`config.mk`:
```
export PLATFORM = sky130hd
export DESIGN_NAME = id_ex_stage_reg
export DESIGN_NICKNAME = d
export VERILOG_FILES = /design/src/rtl/pipe_pkg.sv /design/src/rtl/sat_counter.sv /design/src/rtl/id_ex_stage_reg.sv
export SDC_FILE = /design/constraint.sdc
export NUM_CORES = 1
export LEC_CHECK = 0
export CAP_MARGIN = 25
export CORE_AREA = 2 2 144 146
export DETAILED_ROUTE_END_ITERATION = 6
export DIE_AREA = 0 0 146 148
export DONT_BUFFER_PORTS = 1
export GPL_TIMING_DRIVEN = 0
export SKIP_CTS_REPAIR_TIMING = 1
export SYNTH_ARGS = -nofsm -noshare
export SYNTH_HDL_FRONTEND = slang
export SYNTH_SLANG_ARGS = --single-unit
```
`constraint.sdc`:
```
create_clock -name clk -period 1.7 [get_ports clk]
set_input_delay 0.34 -clock clk [delete_from_list [all_inputs] [get_ports clk]]
set_output_delay 0.34 -clock clk [all_outputs]
set_load 0.01 [all_outputs]
```
`src/rtl/pipe_pkg.sv`:
```
// Shared definitions for the MIPS pipeline registers: default field widths,
// the ID/EX control bundle and the all-zero bubble control word.
package pipe_pkg;

    localparam int DATA_W  = 32;
    localparam int PC_W    = 8;
    localparam int WB_W    = 2;
    localparam int M_W     = 3;
    localparam int EX_W    = 4;
    localparam int REG_W   = 5;
    localparam int FUNCT_W = 6;

    // Control bundle carried from decode to execute, most significant field first.
    typedef struct packed {
        logic [WB_W-1:0] wb;
        logic [M_W-1:0]  m;
        logic [EX_W-1:0] ex;
    } idex_ctrl_t;

    // A bubble never asserts any write or memory control downstream.
    localparam idex_ctrl_t CTRL_BUBBLE = '0;

endpackage

```
`src/rtl/sat_counter.sv`:
```
// Saturating event counter: counts inc pulses and sticks at all-ones.
module sat_counter #(
    parameter int W = 16
) (
    input  logic         clk,
    input  logic         rst,
    input  logic         inc,
    output logic [W-1:0] count
);

    // Count up on inc unless already at the top value; rst clears.
    always_ff @(posedge clk) begin
        if (rst) begin
            count <= '0;
        end else if (inc && (count != '1)) begin
            count <= count + W'(1);
        end
    end

endmodule

```
`src/rtl/id_ex_stage_reg.sv`:
```
// ID/EX pipeline register with valid bit, hazard-unit stall/flush and
// saturating stall/bubble statistics counters.
module id_ex_stage_reg
    import pipe_pkg::*;
#(
    parameter int DATA_W          = pipe_pkg::DATA_W,
    parameter int PC_W            = pipe_pkg::PC_W,
    parameter int WB_W            = pipe_pkg::WB_W,
    parameter int M_W             = pipe_pkg::M_W,
    parameter int EX_W            = pipe_pkg::EX_W,
    parameter int REG_W           = pipe_pkg::REG_W,
    parameter int FUNCT_W         = pipe_pkg::FUNCT_W,
    parameter int CNT_W           = 16,
    parameter bit FLUSH_ZERO_DATA = 1'b0
) (
    input  logic               clk,
    input  logic               rst,
    input  logic               stall,
    input  logic               flush,
    input  logic               in_valid,
    input  logic [WB_W-1:0]    in_wb,
    input  logic [M_W-1:0]     in_m,
    input  logic [EX_W-1:0]    in_ex,
    input  logic [PC_W-1:0]    in_pc,
    input  logic [DATA_W-1:0]  in_instruction,
    input  logic [DATA_W-1:0]  in_reg1,
    input  logic [DATA_W-1:0]  in_reg2,
    input  logic [DATA_W-1:0]  in_sign_extend,
    input  logic [FUNCT_W-1:0] in_funct,
    input  logic [REG_W-1:0]   in_rs,
    input  logic [REG_W-1:0]   in_rt,
    input  logic [REG_W-1:0]   in_rd,
    output logic               out_valid,
    output logic [WB_W-1:0]    out_wb,
    output logic [M_W-1:0]     out_m,
    output logic [EX_W-1:0]    out_ex,
    output logic [PC_W-1:0]    out_pc,
    output logic [DATA_W-1:0]  out_instruction,
    output logic [DATA_W-1:0]  out_reg1,
    output logic [DATA_W-1:0]  out_reg2,
    output logic [DATA_W-1:0]  out_sign_extend,
    output logic [FUNCT_W-1:0] out_funct,
    output logic [REG_W-1:0]   out_rs,
    output logic [REG_W-1:0]   out_rt,
    output logic [REG_W-1:0]   out_rd,
    output logic [CNT_W-1:0]   stall_cnt,
    output logic [CNT_W-1:0]   bubble_cnt
);

    localparam int CTRL_W = WB_W + M_W + EX_W;

    logic stall_inc;
    logic bubble_inc;

    // Flush overrides stall, so a stall only counts when no flush is pending;
    // a bubble is either a flush or a load of an invalid instruction.
    assign stall_inc  = stall & ~flush;
    assign bubble_inc = flush | (~stall & ~in_valid);

    // Stage register: reset, then flush, then stall (hold), then load.
    always_ff @(posedge clk) begin
        if (rst) begin
            out_valid                 <= 1'b0;
            {out_wb, out_m, out_ex}   <= '0;
            out_pc                    <= '0;
            out_instruction           <= '0;
            out_reg1                  <= '0;
            out_reg2                  <= '0;
            out_sign_extend           <= '0;
            out_funct                 <= '0;
            out_rs                    <= '0;
            out_rt                    <= '0;
            out_rd                    <= '0;
        end else if (flush) begin
            out_valid               <= 1'b0;
            {out_wb, out_m, out_ex} <= CTRL_W'(CTRL_BUBBLE);
            if (FLUSH_ZERO_DATA) begin
                out_pc          <= '0;
                out_instruction <= '0;
                out_reg1        <= '0;
                out_reg2        <= '0;
                out_sign_extend <= '0;
                out_funct       <= '0;
                out_rs          <= '0;
                out_rt          <= '0;
                out_rd          <= '0;
            end
        end else if (!stall) begin
            out_valid               <= in_valid;
            {out_wb, out_m, out_ex} <= in_valid ? {in_wb, in_m, in_ex} : CTRL_W'(CTRL_BUBBLE);
            out_pc                  <= in_pc;
            out_instruction         <= in_instruction;
            out_reg1                <= in_reg1;
            out_reg2                <= in_reg2;
            out_sign_extend         <= in_sign_extend;
            out_funct               <= in_funct;
            out_rs                  <= in_rs;
            out_rt                  <= in_rt;
            out_rd                  <= in_rd;
        end
    end

    sat_counter #(.W(CNT_W)) u_stall_cnt (
        .clk   (clk),
        .rst   (rst),
        .inc   (stall_inc),
        .count (stall_cnt)
    );

    sat_counter #(.W(CNT_W)) u_bubble_cnt (
        .clk   (clk),
        .rst   (rst),
        .inc   (bubble_inc),
        .count (bubble_cnt)
    );

endmodule

```
==> impl_summary.md, run 1 <==
Pwr
Of the total power, the share spent switching nets is 0.271. In this run the power spent charging and discharging nets is 0.00259 W. The worst IR drop on VDD is 0.672 mV. The cell area power density is 1120 mW/mm². Of the total power, the clock network draws 0.412.

Of the total power, combinational logic draws 0.057. The analysis attributes to cell leakage a power of 2.92 nW. The share of total power dissipated in sequential elements is 0.531. The internal portion of total power is 0.00698 W.

Cells and area
The multi-input combinational cells in the finished layout cover a total of approximately 0.0032 mm². The share of layout cells above drive strength 1 is 0.116. In the layout the commonest cells are 327 x nand2_1, 177 x a21oi_1, 173 x dfxtp_1.

The fill cell instance count of the final layout is around 2.1k. The area added between synthesis and finish is 17.3%. The library cell used most frequently in the layout, excluding fill and tap cells, is nand2_1.

The number of inserted diodes is 0. The sequential cell area in the final layout is around 0.004 mm². The layout net count is 1,119. The finished cells cover 0.00853 mm².

STA
The count of final setup violators is 14. The total count of max-transition violations in the final report is 0. Timing would allow up to 528 MHz. The clock period minus worst slack is 1.89 ns. The final clock period utilization by the worst path is 1.11.

Setup repair after global routing could not meet its margin everywhere. For the pin with the worst max-slew slack, the measured transition is 0.764 ns. The final clock skew is 0.0120 ns. The headroom to the max-slew limit is 0.491.

The final-layout setup total negative slack is -1.19 ns. The number of hold violations in the final report is 0. The worst setup slack after layout is -0.194 ns.

Clocking
The tree is rooted in a clkbuf_16. In this run the deepest clock path goes through 2 buffers. The clock-pin slew on the worst setup and hold paths is approximately 0.080 ns.

Counting the buffers created by CTS gives 17. The total number of H-tree levels is 4. The insertion delay of the later-clocked pin in the worst-skew pair is 0.43 ns. The tree built by TritonCTS fans out to 199 sinks. TritonCTS built the clock tree.

Worst setup path
STA classifies the critical path startpoint as a register. At the worst endpoint, the required time is a little over 2 ns. The worst reg2reg path depth is 5. The origin of the critical flop-to-flop path is u_stall_cnt.count[1]$_SDFFE_PP0P_. The register-to-register setup slack is -0.19 ns. The launching instance or port of the critical path is u_stall_cnt.count[1]$_SDFFE_PP0P_.

By startpoint and endpoint, the worst setup path is classified as register to register. Along the worst path, the maximum fanout reaches 5. The arrival time of the worst setup path is 2.24 ns. The endpoint class of the critical path is a register. The endpoint identified for the worst register-to-register timing path is u_stall_cnt.count[12]$_SDFFE_PP0P_.

The worst setup path endpoint is u_stall_cnt.count[12]$_SDFFE_PP0P_.

Synth
The number of nets produced by synthesis is 1,082. The cell count after synthesis came out at 909. Counting flops and latches in the post-synthesis netlist gives 199. The average instance in the mapped netlist occupies 8.00 µm². Synthesis instantiated 37 different standard cells from the library.

For this run, the number of Yosys warnings is 0. The sequential share of the synthesized area is 0.548. The synthesized netlist occupies a cell area of between 0.007 and 0.008 mm².

Floorplanning
The y dimension of the die is roughly 150 µm. The number of standard-cell rows in the floorplan is between 50 and 60. The initial cell density of the core is 0.363. The region available for standard cell placement spans 0.0200 mm². From left edge to right edge, the die measures 146 µm. The area of the die is 0.0216 mm². The number of top-level design ports is 370.

Global routing
The global routing usage summed across all routing layers is 0.195. The number of global-route vias before repair is 5,974. Summed over all layers, the global routing overflow is 0. The maximum number of pins on one net before global-route repair is 20. The number of antenna violations at the first check in global routing was 0.

The wire length of the first global-routing pass is 33.3 mm.

Routing
The first routing iteration left about 240 violations. Dividing the detail-routed via count by the number of cells gives between 5 and 6. The overall routed net length is 22.3 mm. The DRC violation count after routing is 0. The routed layout has 6,382 vias. The number of antenna-violating nets in the routed design is 0.

After detailed routing, the average wire length per cell comes to 18.2 µm. The first TritonRoute pass finished after 5 iterations.

Place
During placement, the flow inserted port buffers numbering 0. The placer congestion estimate is 0.800. The half-perimeter wire length after placement is 16.4 mm. At the placement stage, the worst setup path has a slack of -0.429 ns.

The placed instances occupy a cell area of between 0.007 and 0.008 mm².

Outcome
The flow ran to the end, but the final reports show violations. The checks that failed: negative setup slack.

Hold path
The path class of the tightest hold or removal check is input pin to register. The worst hold path depth is 2.

Run
Across the run, the number of max-cap violations was 0.
==> power groups by stage <==
stage / logic (W) / registers (W) / clock network [W]
2_1_floorplan: 0.000395 / 0.00513 / 0
3_3_place_gp: 0.000519 / 0.00520 / 0
3_5_place_dp: 0.000532 / 0.00520 / 0
4_1_cts: 0.000532 / 0.00509 / 0.00404
5_1_grt: 0.000635 / 0.00510 / 0.00423
6_report: 0.000548 / 0.00508 / 0.00394
==> state kept, by name (all words and copies together), names as in the netlist, 5 cells and up <==
register            flops
out_rd                  5
out_sign_extend        32
out_rs                  5
out_reg1               32
out_rt                  5
out_pc                  8
out_reg2               32
out_instruction        32
u_stall_cnt.count      16
out_funct               6
u_bubble_cnt.count     16
==> how the worst min path moves through the flow <==
stage,endpoint,startpoint
floorplan,out_funct[0]$_SDFFE_PP0P_,in_funct[0]
global placement,out_rt[4]$_SDFFE_PP0P_,in_rt[4]
detailed placement,out_rt[3]$_SDFFE_PP0P_,in_rt[3]
CTS,out_reg2[18]$_SDFFE_PP0P_,in_reg2[18]
global route,out_sign_extend[19]$_SDFFE_PP0P_,in_sign_extend[19]
finish,out_reg2[12]$_SDFFE_PP0P_,in_reg2[12]
==> metrics by stage <==
stage	util	std cells	power (W)	hold WS, ns
CTS	0.410	1211	0.00966	0.0201
floorplan	-	909	0.00553	0.476
global route	0.426	1229	0.00997	0.0124
global placement	0.382	1179	0.00571	0.477
finish	0.426	1229	0.00957	0.0364
detailed placement	0.382	1179	0.00573	0.483
==> layout make-up <==
class,count,area share
buffer,61,0.0285
clock buffer,18,0.0503
clock inverter,14,0.0163
inverter,5,0.00220
multi-input combinational,644,0.371
sequential,199,0.473
tap,270,0.0396
timing repair buffer,18,0.0183
==> Yosys cell counts <==
library cell	n	area, µm²
o31ai_1	11	82.6
clkbuf_1	57	214
ha_1	2	25.0
nor2b_1	4	25.0
a21oi_1	180	901
or4_2	1	8.76
xor2_1	1	8.76
o21bai_1	1	7.51
nand3_1	9	45.0
buf_2	1	5.00
nor4b_4	1	23.8
a22oi_1	9	67.6
nor4_1	4	25.0
and3_1	2	12.5
a31oi_1	1	6.26
a311oi_1	1	8.76
mux2i_1	3	30.0
and2_1	1	6.26
nand2b_1	3	18.8
o21ai_0	12	60.1
buf_1	3	11.3
nand3b_1	1	7.51
nand4_1	10	62.6
and4_1	3	26.3
or4_1	9	67.6
or3_1	10	62.6
nand2_1	327	1230
o21bai_2	1	11.3
nor3_1	3	15.0
dfxtp_1	199	3980
or2_2	4	25.0
o41ai_2	1	16.3
or4_4	1	11.3
mux2_2	4	45.0
or4b_1	1	10.0
inv_1	5	18.8
nor2_1	23	86.3
==> worst max-delay path, stage by stage (launching register included) <==
cell     delay [ns]
dfxtp_4        0.41
ha_4           0.15
nand4_1        0.25
or4b_4         0.58
or3_1          0.31
a21oi_1        0.12
==> cell families (layout without fill, tap and decap cells) <==
kind of cell,Yosys count,in the layout,synth area share
multiplexers,7,7,0.0103
adder cells (fa/ha/maj),2,2,0.00344
AO/OA/AOI/OAI,217,217,0.160
XOR/XNOR,1,1,0.00121
flip-flops,199,199,0.548
buffers and inverters,66,116,0.0343
AND/OR/NAND/NOR,417,417,0.243
==> metal layers <==
metal | up-vias | part of all wire | track usage
li1 | 3119 | - | -
met1 | 2968 | 0.38 | 0.219
met2 | 264 | 0.49 | 0.332
met3 | 31 | 0.10 | 0.0812
met4 | 0 | 0.022 | 0.0757
met5 | - | 0 | 0
No activity file was read; power rests on OpenSTA's default activity.
==> run 2: changes to the inputs <==
--- a/config.mk
+++ b/config.mk
@@ -5,13 +5,15 @@
 export SDC_FILE = /design/constraint.sdc
 export NUM_CORES = 1
 export LEC_CHECK = 0
+export ABC_AREA = 1
 export CAP_MARGIN = 25
-export CORE_AREA = 2 2 144 146
+export CORE_AREA = 2 2 142 144
 export DETAILED_ROUTE_END_ITERATION = 6
-export DIE_AREA = 0 0 146 148
+export DIE_AREA = 0 0 144 146
 export DONT_BUFFER_PORTS = 1
 export GPL_TIMING_DRIVEN = 0
 export SKIP_CTS_REPAIR_TIMING = 1
+export SKIP_LAST_GASP = 1
 export SYNTH_ARGS = -nofsm -noshare
 export SYNTH_HDL_FRONTEND = slang
 export SYNTH_SLANG_ARGS = --single-unit
==> run 2 against run 1 <==
Compared with the run above: the flow now finishes without violations; total power rose by 7.3%; count of clock-buffer cells in the layout shrank 1; sequential cell count did not move; utilization is 1.9 points higher; synthesized area rose by 4.1%; critical path type unchanged; largest cell class unchanged; largest power group unchanged.
==> impl_summary.md, run 2 <==
Place
The half-perimeter wire length after placement is 17.3 mm. The congestion estimate from routability-driven global placement came to roughly 0.89. Once placement finished, the instance area stood at 0.00790 mm².

The count of buffers added on input and output ports is 0. Before CTS, the worst setup slack after placement is -0.00979 ns. Once placement completed, the tool counted placed cells totaling ~1.3k.

Synth
The adder-cell share of the synthesized area is 0.00331. In the synthesized netlist the dominant register cell turns out to be dfxtp_1. Ranked by instance count, the synthesized netlist is headed by 387 x nor2_1, 199 x dfxtp_1, 100 x nand2_1. By instance count, the leading cell after synthesis is nor2_1. The synthesized instance count is 1,029. Of the total synthesized cell area, the portion taken by XOR and XNOR cells is 0.00463. Measured against the total synthesized area, the mux share comes to 0. The compound-gate portion of the synthesized area came to 0.132. By area, the combinational part of the netlist is dominated by simple AND/OR/NAND/NOR gates. Yosys printed 0 warnings.

Of all flip-flops after synthesis, the portion carrying an async set or reset was 0. dfxtp_1 takes more of the synthesized area than any other cell. After synthesis the cells add up to 0.00757 mm². Dividing the synthesized area by the synthesized cell count gives 7.35 µm².

Of the post-synthesis cell area, the dominant cell type holds 0.526. The sequential share of the synthesized area is 0.526. Of the total synthesized cell area, the portion taken by AND, OR, NAND and NOR gates is 0.283. The number of nets handed over by synthesis was 1,202. The number of synthesized flops with an enable pin is 0. In the post-synthesis netlist, the biggest area contributors are dfxtp_1 53%, nor2_1 19%, o21ai_0 5.9%. The synthesized netlist contains 27 unique library cells. In this run, synthesis produced a sequential element count of 199.

Worst setup path
The endpoint class of the critical path is a register. The origin of the critical flop-to-flop path is u_stall_cnt.count[9]$_SDFFE_PP0P_. The worst register-to-register path has a setup slack of 0.16 ns. In this run the worst setup path begins at u_stall_cnt.count[9]$_SDFFE_PP0P_. The arrival time of the worst setup path is 1.86 ns.

In this run the worst path has a maximum fanout of 7. The capture point of the worst reg-to-reg path is u_stall_cnt.count[1]$_SDFFE_PP0P_. At the worst endpoint, the required time is between 2 and 2.5 ns. The critical setup path kind is register to register. The sort of element at the start of the critical path is a register. The number of cells on the worst reg-to-reg path is 7. The worst setup path endpoint is u_stall_cnt.count[1]$_SDFFE_PP0P_.

Pwr
The share of total power dissipated in sequential elements is 0.512. The total net switching power is 0.00273 W. The leakage power is 3.59 nW. Internal power comes to 0.00754 W. The clock group share of total power is 0.430.

Power spread over the standard cell area amounts to 1200 mW/mm². Summing internal, switching and leakage power gives 0.0103 W. The worst IR drop on VDD is 0.711 mV. Of the total power, the share spent switching nets is 0.266.

The power share of the combinational group is 0.058.

STA
The number of hold violations in the final report was 0. The final-layout setup total negative slack is 0 ns. The final clock skew is 0.00519 ns.

In the post-route analysis, the smallest setup slack over all paths is between 0.15 and 0.2 ns. The worst pin sits at a relative slew slack of 0.582. The clock period minus worst slack is 1.54 ns. Setup repair after global routing left no endpoint under its margin. Setup violations remaining at the end of the flow were counted as 0.

The pin slew with the least headroom to its limit is 0.627 ns. Timing would allow up to 651 MHz. The total count of max-transition violations in the final report is 0. In the finished design, the share of the clock period the worst path needs comes to 0.904.

Clocking
The TritonCTS sink count is 199. The H-tree was split into 4 levels. The insertion delay of the later-clocked pin in the worst-skew pair is ~0.42 ns.

The root buffer cell is clkbuf_16. TritonCTS built the clock tree. The clock passes through at most 2 buffers. The clock-pin slew on the worst setup and hold paths is approximately 0.090 ns.

Counting the buffers created by CTS gives 17.

Cells and area
The repair_antennas step left the layout with diodes totalling 0. The cell area after layout is 0.00859 mm². The share of layout cells above drive strength 1 is 0.0913. The final standard cell count with taps included and fillers excluded is 1,327. The area growth from synthesis to layout is 13.5%.

Leaving out fill and tap cells, the most frequent cells in the layout are 385 x nor2_1, 192 x dfxtp_1, 100 x nand2_1. The most common library cell in the layout ignoring fill and taps is nor2_1. After filler insertion, the fill cell instance count of the layout stands at 2,001. In the final design database the tool counted about 1.2k nets.

Global routing
Global routing finished with a remaining overflow of 0. For this run, the total global-route usage over all layers was measured as 0.218. The maximum number of pins on one net before global-route repair is 21.

The number of global-route vias before repair is 6,445. The wire length of the first global-routing pass is 35.6 mm. The number of antenna violations at the first check in global routing came to 0.

Floorplanning
Pin placement for this block handled 370 I/O pins. The initial cell density of the core is 0.391. The area of the core is 0.0193 mm². The horizontal die dimension is approximately 140 µm. The y dimension of the die is 146 µm. The area of the die is 0.0210 mm². The number of standard-cell rows in the floorplan is 51.

Routing
Before antenna repair, the detailed router went through 5 iterations. After detailed routing, the number of remaining DRC violations is 0. Detailed routing inserted a total of roughly 6.7k vias. The final layout contains routed wiring with a total length of 23.1 mm. After detailed routing, the average wire length per cell comes to around 17 µm.

In this run, the number of DRC markers left after iteration 0 of detailed routing was 349. The average via count per standard cell is 5.03. Once detail routing completed, the nets flagged for antenna violations numbered 0.

Hold path
The class of the tightest hold or removal check is input pin to register.

Outcome
The run finished with clean final reports.

Run
The tool flagged a number of max-cap violations equal to 0.
-- run 2: cell count changes in the layout (fill, tap and decap cells not counted), moves of 33 or more --
cell / change
o21ai_1: +72
a21oi_1: -145
nor2_1: +363
clkbuf_1: -33
o21ai_0: +81
nand2_1: -227
-- run 2: worst min path at each step --
stage                  startpoint                                  to  slack, ns  cells after the start
2_1_floorplan                 rst  u_stall_cnt.count[11]$_SDFFE_PP0P_       0.41                      1
3_3_place_gp                  rst   u_stall_cnt.count[2]$_SDFFE_PP0P_       0.41                      1
3_5_place_dp                  rst   u_stall_cnt.count[4]$_SDFFE_PP0P_       0.41                      1
4_1_cts                       rst   u_stall_cnt.count[4]$_SDFFE_PP0P_      -0.05                      1
5_1_grt               in_reg2[19]           out_reg2[19]$_SDFFE_PP0P_       0.02                      2
6_report       in_sign_extend[13]    out_sign_extend[13]$_SDFFE_PP0P_       0.03                      2
-- run 2: critical path: stages (launching register included) --
cell and delay, ns:
dfxtp_1 0.51, nand2_1 0.13, nor2_2 0.24, nand2_2 0.11
nor2_1 0.18, nor2_2 0.11, nor2_1 0.10, nor2_1 0.05
-- run 2: metal layers --
metal | part of all wire | vias up | track usage
met3 | 0.092 | 41 | 0.0842
met5 | 0 | - | 0
met2 | 0.47 | 253 | 0.359
met4 | 0.025 | 0 | 0.0740
met1 | 0.41 | 3042 | 0.260
li1 | - | 3336 | -
-- run 2: kinds of logic (layout without fill, tap and decap cells) --
kind of cell,count (synthesis),after routing
AO/OA/AOI/OAI,197,197
adder cells (fa/ha/maj),2,2
XOR/XNOR,4,4
buffers and inverters,88,121
flip-flops,199,199
AND/OR/NAND/NOR,539,539
-- run 2: through the flow --
stage,util,hold WS [ns]
3_5_place_dp,0.409,0.413
4_1_cts,0.442,-0.0491
3_3_place_gp,0.409,0.411
5_1_grt,0.444,0.0204
2_1_floorplan,-,0.409
6_report,0.444,0.0339
-- run 2: area by class of cell --
type | count | area [µm²] | share of cell area
sequential | 199 | 3990 | 0.465
multi-input combinational | 742 | 3220 | 0.375
clock buffer | 17 | 425 | 0.0495
tap | 265 | 332 | 0.0386
buffer | 57 | 265 | 0.0309
clock inverter | 15 | 224 | 0.0261
inverter | 31 | 116 | 0.0136
timing repair buffer | 1 | 10.0 | 0.00117
-- run 2: power by group through the flow --
| stage | clock network, W | registers [W] | logic (W) |
|---|---|---|---|
| 5_1_grt | 0.00470 | 0.00529 | 0.000698 |
| 3_5_place_dp | 0 | 0.00537 | 0.000598 |
| 4_1_cts | 0.00451 | 0.00526 | 0.000599 |
| 3_3_place_gp | 0 | 0.00537 | 0.000580 |
| 6_report | 0.00442 | 0.00526 | 0.000595 |
| 2_1_floorplan | 0 | 0.00527 | 0.000453 |
==> run 3: changes to the inputs <==
--- a/config.mk
+++ b/config.mk
@@ -11,7 +11,9 @@
 export DETAILED_ROUTE_END_ITERATION = 6
 export DIE_AREA = 0 0 144 146
 export DONT_BUFFER_PORTS = 1
+export GPL_ROUTABILITY_DRIVEN = 0
 export GPL_TIMING_DRIVEN = 0
+export RECOVER_POWER = 50
 export SKIP_CTS_REPAIR_TIMING = 1
 export SKIP_LAST_GASP = 1
 export SYNTH_ARGS = -nofsm -noshare
==> run 3 against run 2 <==
Compared with the run above: count of clock-buffer cells in the layout unchanged; highest routed layer unchanged; first-iteration DRC count decreased by 5.7%; wire length about the same; register-to-register slack about the same; sequential share of layout area increased by 0.10 points; largest power group unchanged; utilization decreased by 0.097 points; sequential power about the same; cell area decreased by 0.22%; global-route usage unchanged.
==> impl_summary.md, run 3 (same netlist as run 2, synthesis figures left out) <==
Cells and area
Counting the fill cells in the layout gives 2,003. The number of antenna diodes in the final layout is 0. The share of layout cells above drive strength 1 is 0.0772. Leaving out fill and tap cells, the most frequent cell in the layout is nor2_1. The library cells used most frequently in the layout, excluding fill and tap cells, are 386 x nor2_1, 192 x dfxtp_1, 100 x nand2_1. The final standard cell count with taps included and fillers excluded is roughly 1.3k.

The cell area after layout is 0.00857 mm². The area added between synthesis and finish is 13.2%. For this run, the post-layout net count is about 1.2k.

STA
The final clock skew is approximately 0.0052 ns. The final clock period utilization by the worst path is 0.905. In this run the tightest slew margin relative to its limit is 0.578. Across all hold checks on the routed design, the worst slack comes to 0.0351 ns. Timing would allow up to between 600 and 700 MHz.

The number of hold violations in the final report came to 0. The worst setup slack after layout is approximately 0.16 ns. Setup repair after global routing left no endpoint under its margin.

The count of final setup violators is 0. For the pin with the worst max-slew slack, the measured transition is 0.633 ns. The worst path needs approximately 1.5 ns of the cycle, external delays included. The total count of max-transition violations in the final report was 0.

Worst setup path
The arrival time of the worst setup path is 1.86 ns. Among cell families on the critical path, the largest total delay comes from simple AND/OR/NAND/NOR gates. The worst-path cell with the longest stage delay is dfxtp_1. The critical path starts at u_stall_cnt.count[9]$_SDFFE_PP0P_. Walking the worst path, the cells encountered are nand2_1 -> nor2_2 -> nand2_2 -> nor2_1 -> nor2_2 -> nor2_1 -> nor2_1. In this run the critical register-to-register path is launched from u_stall_cnt.count[9]$_SDFFE_PP0P_.

The maximum net fanout on the critical path is 7. The critical path's largest stage delay is slightly above 0.5 ns. The most repeated library cell on the critical path is nor2_1.

The count of buffer and inverter cells on the critical path is 0. For the worst setup path, the data required time is just over 2 ns. The endpoint class of the critical path is a register.

In this run the number of cells on the critical path is 7. Measured in cells, the most critical reg-to-reg path has a length of 7. The sort of element at the start of the critical path is a register.

The critical setup path kind is register to register.

Pwr
The worst-case IR drop observed on VDD is 0.712 mV. The total net switching power is 0.00274 W. The internal portion of total power is 0.00753 W. The overall power after layout is ~0.010 W. The clock group share of total power is 0.430. The power share of the combinational group is 0.058.

The fraction of power spent switching nets is 0.267. The proportion of power drawn by flip-flops and latches is 0.512. The cell area power density is 1200 mW/mm².

In this run the static leakage power is 3.57 nW.

Clocking
Counting the buffers created by CTS gives 17. The H-tree was split into 4 levels. The CTS tree is yes.

The clock-pin slew on the worst setup and hold paths is 0.09 ns. The buffer depth of the longest clock path is 2. The root buffer cell chosen for the clock tree is clkbuf_16. The later pin in the worst-skew pair is clocked with a latency of 0.42 ns.

For this design, the sink count on the clock tree is roughly 200.

Place
Detailed placement ended at an HPWL of ~17 mm. The worst-case setup slack after placement is -0.00979 ns. The placed standard-cell area is approximately 0.008 mm². Including well taps, the total number of placed cells is 1,294. Port buffering added 0 buffers.

Routing
The detailed-route via count is between 6k and 7k. The DRC violation count after routing is 0. The first routing iteration left 329 violations.

Dividing the detail-routed wire length by the instance count gives 17.4 µm. Using the TritonRoute via totals, the vias-per-cell ratio works out to 5.03. The detail route stage leaves a number of antenna-violating nets equal to 0.

After detailed routing, the total wire length is 23.1 mm. The pre-antenna-repair detailed-routing pass consisted of 5 iterations.

Floorplanning
The horizontal die dimension is ~140 µm. For this configuration, the core starts out at a cell density of 0.391. The number of top-level design ports is 370. The die is between 100 and 150 µm tall.

The area of the die is about 0.021 mm². The number of standard-cell rows in the floorplan is 51. The area of the core is slightly below 0.02 mm².

Run
The number of violations of the max-capacitance limit is 0.

Global routing
Entering global routing, the biggest net connects 21 pins. The number of antenna violations at the first check in global routing is 0. The leftover overflow at the end of global routing is 0. The number of global-route vias before repair came to 6,445.

The first global-routing pass estimated 35.6 mm of wire. In the global route stage, overall resource usage came out at 0.218.

Outcome
The run finished with clean final reports.

Hold path
The class of the tightest hold or removal check is input pin to register. The worst hold path depth is 2. The worst hold path begins at in_reg2[13].
-- run 3: power by group through the flow --
stage	combinational (W)	clock (W)	sequential, W
floorplan	0.000453	0	0.00527
global placement	0.000580	0	0.00537
detailed placement	0.000598	0	0.00537
CTS	0.000599	0.00451	0.00526
global route	0.000694	0.00470	0.00529
finish	0.000592	0.00442	0.00526
-- run 3: final timing paths --
path,slack (ns),end
setup / recovery,0.16,u_stall_cnt.count[1]$_SDFFE_PP0P_
hold / removal,0.04,out_reg2[13]$_SDFFE_PP0P_
setup reg to reg,0.16,u_stall_cnt.count[1]$_SDFFE_PP0P_
hold reg to reg,0.52,out_ex[3]$_SDFFE_PP0N_
-- run 3: per-layer routing --
metal,vias to the layer above,share of wire,track usage
met2,252,0.48,0.359
met1,3047,0.41,0.260
met3,39,0.092,0.0842
met4,0,0.023,0.0740
met5,-,0,0
li1,3335,-,-
-- run 3: worst register-to-register path, delay by kind of cell, from the launching register on --
family	cells	cell delay (ns)
flops	1	0.51
simple gates	7	0.92
-- run 3: cell type report --
type / count / area (µm²) / share of cell area
sequential: 199 / 3990 / 0.466
clock buffer: 17 / 425 / 0.0496
inverter: 31 / 116 / 0.0136
timing repair buffer: 1 / 10.0 / 0.00117
clock inverter: 15 / 224 / 0.0261
buffer: 57 / 249 / 0.0291
multi-input combinational: 742 / 3220 / 0.376
tap: 265 / 332 / 0.0387
-- run 3: metrics by stage --
| step | utilization | setup TNS [ns] |
|---|---|---|
| floorplan | - | 0 |
| global placement | 0.409 | 0 |
| detailed placement | 0.409 | -0.0127 |
| CTS | 0.442 | -0.0824 |
| global route | 0.443 | 0 |
| finish | 0.443 | 0 |
